--- src/rtl/bcd_clock_alarm.sv ---
// BCD hh:mm:ss time-of-day counter with 12/24 h mode, alarm (ring timeout + snooze) and hourly chime.
// All digits are read through one combinational mux port; writes are range-checked digit loads.
module bcd_clock_alarm #(
  parameter int HOUR_MODE  = 24,
  parameter int ALARM_SECS = 60,
  parameter int SNOOZE_MIN = 5,
  parameter int CHIME_EN   = 1
) (
  input  logic       clk,
  input  logic       rst,
  input  logic       tick_i,
  input  logic       clr_i,
  input  logic       load_i,
  input  logic [3:0] wsel_i,
  input  logic [3:0] wdata_i,
  input  logic       alarm_en_i,
  input  logic       snooze_i,
  input  logic       stop_i,
  input  logic [3:0] rsel_i,
  output logic [3:0] rdata_o,
  output logic       pm_o,
  output logic       alarm_on_o,
  output logic       chime_on_o,
  output logic       beep_o,
  output logic       day_pulse_o
);

  localparam bit MODE12       = (HOUR_MODE == 12);
  localparam int SNOOZE_TICKS = SNOOZE_MIN * 60;
  localparam int RING_W       = $clog2(ALARM_SECS + 1);
  localparam int SNZ_W        = $clog2(SNOOZE_TICKS + 1);
  localparam logic [3:0] RST_H1 = MODE12 ? 4'd1 : 4'd0;
  localparam logic [3:0] RST_H0 = MODE12 ? 4'd2 : 4'd0;

  typedef struct packed {
    logic [3:0] h1, h0, m1, m0, s1, s0;
  } tod_t;

  typedef struct packed {
    logic [3:0] h1, h0, m1, m0;
  } hm_t;

  typedef enum logic [1:0] {IDLE, RING, SNOOZE} state_e;

  localparam tod_t TOD_RST = tod_t'({RST_H1, RST_H0, 16'h0000});
  localparam hm_t  ALM_RST = hm_t'({RST_H1, RST_H0, 8'h00});

  tod_t              tod_q, tod_d, tod_inc, tod_wr;
  hm_t               alm_q, alm_d, alm_wr;
  logic              pm_q, pm_d, pm_inc, pm_wr;
  logic              alm_pm_q, alm_pm_d, alm_pm_wr;
  logic              day_inc, day_d, wr_ok;
  state_e            state_q, state_d;
  logic [RING_W-1:0] ring_q, ring_d;
  logic [SNZ_W-1:0]  snz_q, snz_d;
  logic [3:0]        chime_q, chime_d, chime_n;
  logic [4:0]        hour_bin;
  logic              tick_eff, hour_top, alarm_hit;
  logic              alarm_on_q, chime_on_q, beep_q, day_q;

  function automatic logic min_ok(input logic [3:0] d1, input logic [3:0] d0);
    return (d1 <= 4'd5) && (d0 <= 4'd9);
  endfunction

  function automatic logic hour_ok(input logic [3:0] d1, input logic [3:0] d0);
    if (MODE12) return ((d1 == 4'd0) && (d0 != 4'd0) && (d0 <= 4'd9)) ||
                       ((d1 == 4'd1) && (d0 <= 4'd2));
    else        return ((d1 <= 4'd1) && (d0 <= 4'd9)) ||
                       ((d1 == 4'd2) && (d0 <= 4'd3));
  endfunction

  // clr and load both swallow a coinciding tick, for the time and for every tick-driven counter.
  assign tick_eff = tick_i & ~clr_i & ~load_i;

  // NOTE: every variable written in an always_comb gets a default first, so no path can infer a latch.
  always_comb begin
    tod_inc = tod_q;
    pm_inc  = pm_q;
    day_inc = 1'b0;
    if (tod_q.s0 != 4'd9) tod_inc.s0 = tod_q.s0 + 4'd1;
    else begin
      tod_inc.s0 = 4'd0;
      if (tod_q.s1 != 4'd5) tod_inc.s1 = tod_q.s1 + 4'd1;
      else begin
        tod_inc.s1 = 4'd0;
        if (tod_q.m0 != 4'd9) tod_inc.m0 = tod_q.m0 + 4'd1;
        else begin
          tod_inc.m0 = 4'd0;
          if (tod_q.m1 != 4'd5) tod_inc.m1 = tod_q.m1 + 4'd1;
          else begin
            tod_inc.m1 = 4'd0;
            if (MODE12 && tod_q.h1 == 4'd1 && tod_q.h0 == 4'd2) begin
              tod_inc.h1 = 4'd0;
              tod_inc.h0 = 4'd1;
            end else if (MODE12 && tod_q.h1 == 4'd1 && tod_q.h0 == 4'd1) begin
              tod_inc.h0 = 4'd2;
              pm_inc     = ~pm_q;
              day_inc    = pm_q;
            end else if (!MODE12 && tod_q.h1 == 4'd2 && tod_q.h0 == 4'd3) begin
              tod_inc.h1 = 4'd0;
              tod_inc.h0 = 4'd0;
              day_inc    = 1'b1;
            end else if (tod_q.h0 == 4'd9) begin
              tod_inc.h1 = tod_q.h1 + 4'd1;
              tod_inc.h0 = 4'd0;
            end else begin
              tod_inc.h0 = tod_q.h0 + 4'd1;
            end
          end
        end
      end
    end
  end

  // The candidate state holds the whole clock, so a single range check covers whichever field changed.
  always_comb begin
    tod_wr    = tod_q;
    alm_wr    = alm_q;
    pm_wr     = pm_q;
    alm_pm_wr = alm_pm_q;
    wr_ok     = 1'b0;
    case (wsel_i)
      4'd0:    tod_wr.s0 = wdata_i;
      4'd1:    tod_wr.s1 = wdata_i;
      4'd2:    tod_wr.m0 = wdata_i;
      4'd3:    tod_wr.m1 = wdata_i;
      4'd4:    tod_wr.h0 = wdata_i;
      4'd5:    tod_wr.h1 = wdata_i;
      4'd6:    alm_wr.m0 = wdata_i;
      4'd7:    alm_wr.m1 = wdata_i;
      4'd8:    alm_wr.h0 = wdata_i;
      4'd9:    alm_wr.h1 = wdata_i;
      4'd10:   pm_wr     = wdata_i[0];
      4'd11:   alm_pm_wr = wdata_i[0];
      default: ;
    endcase
    if (wsel_i <= 4'd9)
      wr_ok = (wdata_i <= 4'd9) && min_ok(tod_wr.s1, tod_wr.s0) && min_ok(tod_wr.m1, tod_wr.m0) &&
              hour_ok(tod_wr.h1, tod_wr.h0) && min_ok(alm_wr.m1, alm_wr.m0) &&
              hour_ok(alm_wr.h1, alm_wr.h0);
    else if (wsel_i <= 4'd11)
      wr_ok = MODE12;
  end

  always_comb begin
    tod_d    = tod_q;
    pm_d     = pm_q;
    alm_d    = alm_q;
    alm_pm_d = alm_pm_q;
    day_d    = 1'b0;
    if (clr_i) begin
      tod_d = TOD_RST;
      pm_d  = 1'b0;
    end else if (load_i) begin
      if (wr_ok) begin
        tod_d    = tod_wr;
        pm_d     = pm_wr;
        alm_d    = alm_wr;
        alm_pm_d = alm_pm_wr;
      end
    end else if (tick_i) begin
      tod_d = tod_inc;
      pm_d  = pm_inc;
      day_d = day_inc;
    end
  end

  assign hour_top  = tick_eff && ({tod_inc.m1, tod_inc.m0, tod_inc.s1, tod_inc.s0} == 16'h0000);
  assign alarm_hit = tick_eff && alarm_en_i && ({tod_inc.s1, tod_inc.s0} == 8'h00) &&
                     ({tod_inc.h1, tod_inc.h0, tod_inc.m1, tod_inc.m0} == alm_q) &&
                     (!MODE12 || (pm_inc == alm_pm_q));
  assign hour_bin  = {1'b0, tod_inc.h1} * 5'd10 + {1'b0, tod_inc.h0};

  always_comb begin
    if (MODE12)                chime_n = hour_bin[3:0];
    else if (hour_bin >= 5'd12) chime_n = 4'(hour_bin - 5'd12);
    else                       chime_n = hour_bin[3:0];
    if (chime_n == 4'd0) chime_n = 4'd12;
  end

  always_comb begin
    state_d = state_q;
    ring_d  = ring_q;
    snz_d   = snz_q;
    if (!alarm_en_i) begin
      state_d = IDLE;
      ring_d  = '0;
      snz_d   = '0;
    end else begin
      case (state_q)
        IDLE: if (alarm_hit) begin
          state_d = RING;
          ring_d  = RING_W'(ALARM_SECS);
        end
        RING: begin
          if (stop_i) begin
            state_d = IDLE;
            ring_d  = '0;
          end else if (snooze_i) begin
            state_d = SNOOZE;
            ring_d  = '0;
            snz_d   = SNZ_W'(SNOOZE_TICKS);
          end else if (tick_eff) begin
            if (ring_q <= RING_W'(1)) begin
              state_d = IDLE;
              ring_d  = '0;
            end else begin
              ring_d = ring_q - RING_W'(1);
            end
          end
        end
        SNOOZE: begin
          if (stop_i) begin
            state_d = IDLE;
            snz_d   = '0;
          end else if (tick_eff) begin
            if (snz_q <= SNZ_W'(1)) begin
              state_d = RING;
              ring_d  = RING_W'(ALARM_SECS);
              snz_d   = '0;
            end else begin
              snz_d = snz_q - SNZ_W'(1);
            end
          end
        end
        default: begin
          state_d = IDLE;
          ring_d  = '0;
          snz_d   = '0;
        end
      endcase
    end
  end

  always_comb begin
    chime_d = chime_q;
    if (CHIME_EN == 0)                             chime_d = 4'd0;
    else if (state_q != RING && state_d == RING)   chime_d = 4'd0;
    else if (hour_top && state_q != RING)          chime_d = chime_n;
    else if (tick_eff && chime_q != 4'd0)          chime_d = chime_q - 4'd1;
  end

  // NOTE: sequential state uses non-blocking assignments only; rst clears everything asynchronously.
  always_ff @(posedge clk or posedge rst) begin
    if (rst) begin
      tod_q      <= TOD_RST;
      pm_q       <= 1'b0;
      alm_q      <= ALM_RST;
      alm_pm_q   <= 1'b0;
      state_q    <= IDLE;
      ring_q     <= '0;
      snz_q      <= '0;
      chime_q    <= 4'd0;
      alarm_on_q <= 1'b0;
      chime_on_q <= 1'b0;
      beep_q     <= 1'b0;
      day_q      <= 1'b0;
    end else begin
      tod_q      <= tod_d;
      pm_q       <= pm_d;
      alm_q      <= alm_d;
      alm_pm_q   <= alm_pm_d;
      state_q    <= state_d;
      ring_q     <= ring_d;
      snz_q      <= snz_d;
      chime_q    <= chime_d;
      alarm_on_q <= (state_d == RING);
      chime_on_q <= (chime_d != 4'd0);
      beep_q     <= (state_d == RING) || (chime_d != 4'd0);
      day_q      <= day_d;
    end
  end

  always_comb begin
    rdata_o = 4'd0;
    case (rsel_i)
      4'd0:    rdata_o = tod_q.s0;
      4'd1:    rdata_o = tod_q.s1;
      4'd2:    rdata_o = tod_q.m0;
      4'd3:    rdata_o = tod_q.m1;
      4'd4:    rdata_o = tod_q.h0;
      4'd5:    rdata_o = tod_q.h1;
      4'd6:    rdata_o = alm_q.m0;
      4'd7:    rdata_o = alm_q.m1;
      4'd8:    rdata_o = alm_q.h0;
      4'd9:    rdata_o = alm_q.h1;
      4'd10:   rdata_o = {3'b000, pm_q};
      4'd11:   rdata_o = {3'b000, alm_pm_q};
      default: rdata_o = 4'd0;
    endcase
  end

  assign pm_o        = pm_q;
  assign alarm_on_o  = alarm_on_q;
  assign chime_on_o  = chime_on_q;
  assign beep_o      = beep_q;
  assign day_pulse_o = day_q;

endmodule

--- config.mk ---
export PLATFORM = sky130hd
export DESIGN_NAME = bcd_clock_alarm
export DESIGN_NICKNAME = d
export VERILOG_FILES = /design/src/rtl/bcd_clock_alarm.sv
export SDC_FILE = /design/constraint.sdc
export NUM_CORES = 1
export LEC_CHECK = 0
export BUFFER_PORTS_ARGS = -buffer_cell sky130_fd_sc_hd__buf_2
export CAP_MARGIN = 20
export CORE_UTILIZATION = 50
export CTS_CLUSTER_DIAMETER = 200
export DETAILED_ROUTE_END_ITERATION = 16
export GPL_ROUTABILITY_DRIVEN = 0
export PLACE_DENSITY_LB_ADDON = 0.05
export SKIP_LAST_GASP = 1
export SLEW_MARGIN = 5
export SYNTH_ARGS = -nofsm -noshare
export SYNTH_HDL_FRONTEND = slang
export SYNTH_SLANG_ARGS = --single-unit
--- constraint.sdc ---
create_clock -name clk -period 10.43 [get_ports clk]
set_input_delay 0.5215 -clock clk [delete_from_list [all_inputs] [get_ports clk]]
set_output_delay 0.5215 -clock clk [all_outputs]
set_load 0.05 [all_outputs]
Word-level counts from Yosys, hierarchy flattened
Cells that the tools add are included.

word-level totals
  bits in latches = 0
  register bits after elaboration = 67
  input bits = 20
  memories kept = 0
  ROM bits = 0
  RAM bits = 0

cells by class
  equality and inequality tests = 46
  multiply operators = 1
  bitwise gates (word level) = 4
  div/mod/pow operators = 0
  muxes and demuxes = 73
  add/subtract/negate cells = 11
  shift operators = 0
  reduce and logical (&&, ||, !) cells = 41
  order comparisons = 17

operators with widths
  kind                   count
  $mux W24               4
  $mux W4                21
  $mux W6                9
  $mux W9                6
  $pmux W4 S12           1
  $eq A4 B4 Y1 const B   9
  $eq A4 B2 Y1 const B   8
  $eq A4 B3 Y1 const B   8
  $le A4 B4 Y1 const B   7
  $pmux W9 S3            1
  $add A4 B1 Y4 const B  6
  $logic_and A1 B1 Y1    20
  $mux W20               1
  $mux W2                9
  $ne A3 B3 Y1 const B   6
  $pmux W6 S3            1
  $eq A16 B16 Y1         1
  $logic_not A16 Y1      1
  $mux W16               1
  $mux W8                2
  $mux W1                15
  $le A4 B3 Y1 const B   3
  $logic_not A4 Y1       3
  $mux W12               1
  other kinds (33)       49

Depth between registers and ports, before layout
Gate-level depths: netlist (run 1).

  word-level depth = 18
  gate-level depth with buffers = 16

Worst setup path after synthesis (run 1)
Ideal clock, no wire load.

  path type = register to register
  from = register tod_q[13] in the netlist's numbering
  to = register chime_q[2]
  data arrival time = 3.615 ns
  cell stages (with the launch flop) = 16
  period minus slack after synthesis = 3.692 ns
  setup slack = 6.738 ns
  library setup time = 0.078 ns
  required time = 10.352 ns
  cells stage by stage = dfrtp_1 > inv_1 > ha_1 > nand4b_1 > nor4_4 > a21oi_1 > or2_2 > ha_1 > ha_1 > a21oi_1 > xnor2_1 > xnor3_1 > xnor2_1 > and3_1 > o221ai_1 > a21oi_1

on the way
  longest elaborated chain between the ends = 13
  elaborated cells between the ends (all ways) = 26

ends and longest elaborated chain
  item                                                  line      source
  from (decl)                                           48        tod_t tod_q, tod_d, tod_inc, tod_wr;
  from (signal assigned)                                259       tod_q <= tod_d;
  $ne A4 B3 Y1 or $add A4 B1 Y4 (tied branches)         89        if (tod_q.m1 != 4'd5) tod_inc.m1 = tod_q.m1 + 4'd1;
  $mux W8 or $mux W4 (tied branches)                    89
  $mux W12                                              86        if (tod_q.m0 != 4'd9) tod_inc.m0 = tod_q.m0 + 4'd1;
  $mux W16                                              83        if (tod_q.s1 != 4'd5) tod_inc.s1 = tod_q.s1 + 4'd1;
  $mux W20 *                                            80        if (tod_q.s0 != 4'd9) tod_inc.s0 = tod_q.s0 + 4'd1;
  $mul A4 B3 Y4 or $eq A16 B16 Y1 (tied branches)       172, 170
  $add A5 B4 Y5 or $logic_and A1 B1 Y1 (tied branches)  172, 169
  $sub A4 B4 Y4, or another cell as far along           176       else if (hour_bin >= 5'd12) chime_n = 4'(hour_bin - 5'd12);
  $mux W4 or $pmux W2 S3 (tied branches)                176, 190
  $logic_not A4 Y1 or $mux W2 (tied branches)           178, 185
  $mux W4 or $eq A2 B1 Y1 (tied branches)               178, 238
  $mux W4 or $logic_and A1 B1 Y1 (tied branches)        239, 238
  $mux W4 *                                             238       else if (state_q != RING && state_d == RING) chime_d = 4'd0;
  named net chime_d[2]                                  56        logic [3:0] chime_q, chime_d, chime_n;
  to (signal assigned)                                  266       chime_q <= chime_d;
  to (decl)                                             56

The timed path passes the listed nets; every way through them passes the cells marked *.
A chain may end at the register's enable or synchronous reset.

Worst setup path in the final report (run 1)
  from = register tod_q[12] in the netlist's numbering
  to = register chime_q[2]

The elaborated chain is that of the path after synthesis.

==> results of run 1 <==
-- path summary, 6_finish.rpt --
check | start | endpoint | slack, ps | cells after the start
max | tod_q[12] | chime_q[2] | 6040 | 14
min | alm_pm_q | alm_pm_q | 380 | 0
max reg2reg | tod_q[12] | chime_q[2] | 6040 | 14
min reg2reg | alm_pm_q | alm_pm_q | 380 | 0
max in group asynchronous | rst | day_pulse_o | 9410 | 3
min in group asynchronous | rst | alm_q[1] | 430 | 3
-- routing by layer --
layer | vias to the layer above | track usage [%]
li1 | 2741 | -
met4 | 0 | 8.33
met5 | - | 0
met2 | 325 | 44.1
met3 | 27 | 8.03
met1 | 2849 | 46.3
-- power by group through the flow --
| stage | logic, mW | registers [mW] | clock network (mW) |
|---|---|---|---|
| final | 0.220 | 0.319 | 0.326 |
| after CTS | 0.217 | 0.317 | 0.332 |
| after floorplan | 0.171 | 0.309 | 0 |
| after global routing | 0.242 | 0.321 | 0.342 |
| after global placement | 0.211 | 0.321 | 0 |
| after detailed placement | 0.215 | 0.322 | 0 |
-- cell type report --
cell class                 count  area (um2)  area share, %
sequential                    67        1680           25.4
multi-input combinational    587        4170           63.1
inverter                      26        97.6           1.48
clock inverter                 6        71.3           1.08
tap                          147         184           2.79
timing repair buffer          32         165           2.50
clock buffer                  10         239           3.62
-- cells in the final DEF (no fill, tap or decap), types with 13 or more instances in the layout --
cell type,n
a21oi_1,47
buf_2,29
dfrtp_1,67
ha_1,20
inv_1,25
mux2_2,19
mux2i_1,28
nand2_1,55
nand2b_1,13
nand3_1,22
nand4_1,13
nor2_1,50
nor2b_1,18
nor3_1,14
o21ai_0,61
xnor2_1,14
-- logic make-up after synthesis --
| group | count (synthesis) | synth area share, % |
|---|---|---|
| compound gates | 221 | 24.5 |
| fa+ha+maj | 21 | 4.37 |
| mux | 51 | 9.45 |
| buf+inv | 85 | 5.52 |
| xor+xnor | 22 | 3.34 |
| simple gates | 272 | 25.7 |
| flops | 67 | 27.1 |
-- stage by stage --
step / instance area, um2 / hold slack [ps]
5_1_grt: 6600 / 389
2_1_floorplan: 6180 / 429
6_report: 6600 / 376
3_3_place_gp: 6280 / 368
4_1_cts: 6600 / 381
3_5_place_dp: 6280 / 368
-- sequential cells by signal (all words and copies together) (netlist names) --
| signal | cells |
|---|---|
| day_pulse_o | 1 |
| snz_q | 9 |
| chime_on_o | 1 |
| chime_q | 4 |
| alm_pm_q | 1 |
| ring_q | 6 |
| pm_o | 1 |
| alm_q | 16 |
| beep_o | 1 |
| alarm_on_o | 1 |
| state_q | 2 |
| tod_q | 24 |
-- worst max-delay path, cell delays in order, from the launching register on --
cell and delay [ps]:
dfrtp_1 570, ha_1 290, nand4b_1 200, nor4_4 580, a21oi_1 200, or2_2 370
ha_1 290, ha_1 310, a21oi_1 170, xnor2_1 150, xnor3_1 250, xnor2_1 370
and3_1 220, o221ai_1 110, a21oi_1 210
==> flow_summary.toml, run 1 <==
[clock_tree]
cts_resized = 0
clk_pin_slew_ps = 60
cts_tree = "yes"
root_buffer = "clkbuf_16"
numCtsBuffers = 9
clk_path_buf_depth = 2
cts.sinks = 67
holdBufCountCts = 0
htree_levels = 3
post-cts-setup-buffers = 0
insertion_delay_ps = 350

[power]
peakVddDrop_v = 0.0000781
pwr-share-seq_pct = 36.9
combPwrFrac_pct = 25.4
leakage_nw = 2.66
total_power_mw = 0.865
power_density_mw_per_mm2 = 131
p_switching_mw = 0.302
p_clk_share_pct = 37.7
switching_share_pct = 34.9
power.internal_mw = 0.563

[synthesis]
syn-cell-area_mm2 = 0.00618
synth-seq-cells = 67
netlist_instances = 739
synth-seq-area-share_pct = 27.1
synth_largest_area_cell = "dfrtp_1"
syn_area_per_cell_um2 = 8.37
async_flop_share_pct = 100
synth_cell_types = 89
ys_warn_count = 0
synth_edf_count = 0
syn_nets = 780
synth_flop_cell = "dfrtp_1"
synth_area_leaders = "dfrtp_1 27%, o21ai_0 4.9%, mux2i_1 4.5%"
yosysMostFrequentCell = "dfrtp_1"
synth_common_cells = "67 x dfrtp_1, 61 x o21ai_0, 55 x nand2_1"
synth_top_area_share_pct = 27.1

[route]
dr.pass1.iters = 7
drcViolationCount = 0
routed_wl_um = 19100
routed.top_layer = "met4"
routed-wl-met2_um = 8020
drtIter0Drc = 602
vias = 5942
ant_nets = 0
m1WireLength_um = 8640
detail_route.wl_per_cell_um = 21.8
viasPerCell = 6.79
dr_wl_met3_um = 2110

[global_routing]
grt_max_degree = 68
grt_pass1_wl_um = 30600
antenna_found_initial = 0
grt_pass1_vias = 5489
track_usage_pct = 31.1
grt_remaining_overflow = 0

[setup_path]
start_kind = "flop"
path_class = "reg -> reg"
cp_max_fo = 12
cp.arrival_ps = 4660
endpoint_kind = "flop"
critPathRequiredTime_ps = 10700

[layout]
utilization_pct = 54.9
diodes = 0
layout-drive-gt1-share_pct = 13.9
nFillCells = 1161
nets = 764
instances_no_fill = 875
area_delta_synth_final_pct = 6.72

[floorplan]
die_w_um = 113
io_pins = 29
rows = 40
die_area_mm2 = 0.0128
core_area_mm2 = 0.0120
die_y_um = 113
initial_core_util_pct = 51.5

[sta]
fin_crit_ps = 4390
fin_skew_ps = 5.73
hold_viol = 0
drv_slew = 0
slew_headroom_pct = 31.4
setup_viol = 0
fin_crit_sh_pct = 42.1
rsz0062_at_grt = "no"
fmax_mhz = 228
setup_tns_ps = 0
worst_pin_slew_ps = 1010
timing.final.ws_setup_ps = 6040

[outcome]
status = "complete, no violations"

[hold_path]
hold_path.class = "reg -> reg"

[placement]
place_ws_ps = 6110
io_buffer_count = 28
post-dp-hpwl_um = 13700
place_inst = 858

[run]
maxCapViolations = 0
Note: power is estimated with default switching activity, not from simulation.
==> run 2: changes to the inputs <==
clock period = 3.5 ns   (was 10.43 ns; I/O delays follow)
==> run 2 against run 1 <==
Effect of this change:
- the flow now finishes with violations (negative setup slack)
- combinational power grew to 3.8 times the previous value
- clock power grew to 2.9 times the previous value
- utilization grew 6.0 points
- sequential power grew to 2.8 times the previous value
- first-iteration DRC count grew 41%
- final cell count grew 8.6%
- final area grew 11%
- sequential share of layout area shrank 2.5 points
- register-to-register slack lost 6100 ps
- critical path type unchanged
- largest cell class unchanged
- highest routed layer unchanged
==> flow_summary.toml, run 2 (synthesized netlist as in run 1, its figures left out) <==
[sta]
slew_headroom_pct = 41.1
fin_hold_ws_ps = 191
fin_crit_ps = 3580
setup_viol = 2
worst_pin_slew_ps = 871
fin_skew_ps = 8.01
fmax_mhz = 279
drv_slew = 0
rsz0062_at_grt = "yes"
timing.final.ws_setup_ps = -79.5
fin_crit_sh_pct = 102
hold_viol = 0

[setup_path]
crit_buf_inv = 2
startpoint = "tod_q[13]"
cp_max_fo = 5
cp.arrival_ps = 3800
r2r-start = "tod_q[13]"
crit_top_cell = "ha_4"
rr_worst_depth = 16
slowest_stage = "nor4_4"
crit_family = "simple AND/OR/NAND/NOR gates"
worst_r2r_endpoint = "chime_q[2]"
cp.depth = 16
start_kind = "flop"
crit_chain = "inv_2, ha_4, nand4b_1, nor4_4, buf_4, a21oi_4, or2_4, ha_4, ha_4, a21oi_2, xnor2_1, xnor3_1, xnor2_2, o211ai_1, o221ai_1, a21oi_1"
path_class = "reg -> reg"
crit_path_end = "chime_q[2]"
r2r_slack_ps = -80
crit_path_max_incr_delay_ps = 440
endpoint_kind = "flop"
critPathRequiredTime_ps = 3720

[layout]
diodes = 0
nets = 839
layout-drive-gt1-share_pct = 24.0
area_delta_synth_final_pct = 18.4
final_common_cell = "buf_4"
top_register = "tod_q"
top_regs = "tod_q x24, alm_q x16, snz_q x9"
mostFrequentLayoutCells = "78 x buf_4, 67 x dfrtp_1, 61 x o21ai_0, 55 x nand2_1, 49 x nor2_1"
largest_reg_flops = 24

[floorplan]
core_area_mm2 = 0.0120
io_pins = 29
initial_core_util_pct = 51.5
die_w_um = 113
die_y_um = 113
die_area_mm2 = 0.0128
rows = 40

[power]
peakVddDrop_v = 0.000244
power_density_mw_per_mm2 = 368
leakage_nw = 3.08

[outcome]
status = "finished, violations left"
violations = "negative setup slack"

[route]
vias = 6376
viasPerCell = 6.71
detail_route.wl_per_cell_um = 21.2
routed_wl_um = 20100
drtIter0Drc = 848
drcViolationCount = 0
dr.pass1.iters = 5
ant_nets = 0

[global_routing]
track_usage_pct = 32.4
antenna_found_initial = 0
grt_max_degree = 45
grt_pass1_vias = 5905
grt_pass1_wl_um = 31900
grt_remaining_overflow = 0

[placement]
place_ws_ps = -119
post-dp-hpwl_um = 14600
io_buffer_count = 28

[clock_tree]
numCtsBuffers = 9
clk_path_buf_depth = 2
clk_pin_slew_ps = 60
cts_tree = "yes"
htree_levels = 3
insertion_delay_ps = 350
root_buffer = "clkbuf_16"
cts.sinks = 67

[run]
maxCapViolations = 0

[hold_path]
hold_path.class = "in -> reg"
-- run 2: worst min-delay path by stage --
stage / start / end / slack (ps) / cells after the start
6_report: snooze_i / state_q[1] / 190 / 3
5_1_grt: snooze_i / state_q[1] / 210 / 3
4_1_cts: snooze_i / state_q[1] / 180 / 3
3_5_place_dp: rst / alm_q[0] / 280 / 2
3_3_place_gp: rst / alm_q[2] / 260 / 2
2_1_floorplan: clr_i / day_pulse_o / 370 / 2
-- run 2: stage by stage --
| stage | power [mW] | setup TNS [ps] | instance area (um2) | instances | util [%] |
|---|---|---|---|---|---|
| 2_1_floorplan | 1.46 | -66.7 | 6270 | 739 | - |
| 3_3_place_gp | 1.69 | 0 | 6890 | 927 | 57.3 |
| 3_5_place_dp | 1.71 | -211 | 6890 | 927 | 57.3 |
| 4_1_cts | 2.68 | -12.0 | 7290 | 948 | 60.7 |
| 5_1_grt | 2.82 | -556 | 7320 | 950 | 61.0 |
| 6_report | 2.69 | -143 | 7320 | 950 | 61.0 |
-- run 2: cell type report --
cell class / instances / area (um2)
fill: 1041 / 4690
multi-input combinational: 587 / 4330
sequential: 67 / 1680
timing repair buffer: 107 / 736
clock buffer: 12 / 256
tap: 147 / 184
inverter: 26 / 97.6
clock inverter: 4 / 48.8
-- run 2: tightest hold or removal path: cells and delay by family --
family / cells / cell delay [ps]
buffers and inverters: 1 / 130
AOI/OAI and AO/OA: 1 / 80
and+or+nand+nor: 1 / 110
-- run 2: metal layers --
metal	up-vias	wire length (um)	track usage, %
li1	2889	-	-
met1	3042	9120	47.3
met2	377	8490	46.9
met3	68	1940	7.50
met4	0	567	10.4
met5	-	0	0
-- run 2: timing repair --
| item | 4_1_cts | 5_1_grt |
|---|---|---|
| setup buffers | 4 | 2 |
| gates resized for setup | 10 | 3 |
| hold endpoints to repair | 23 | 0 |
| endpoints found under the setup margin | 2 | 5 |
| hold buffers | 1 | 0 |
| pin swaps | 14 | 4 |
-- run 2: report_power, final --
part	switching (mW)	leakage (nW)	internal [mW]
Combinational	0.478	2.03	0.351
Clock	0.365	0.153	0.590
Sequential	0.0716	0.898	0.838
Total	0.914	3.08	1.78
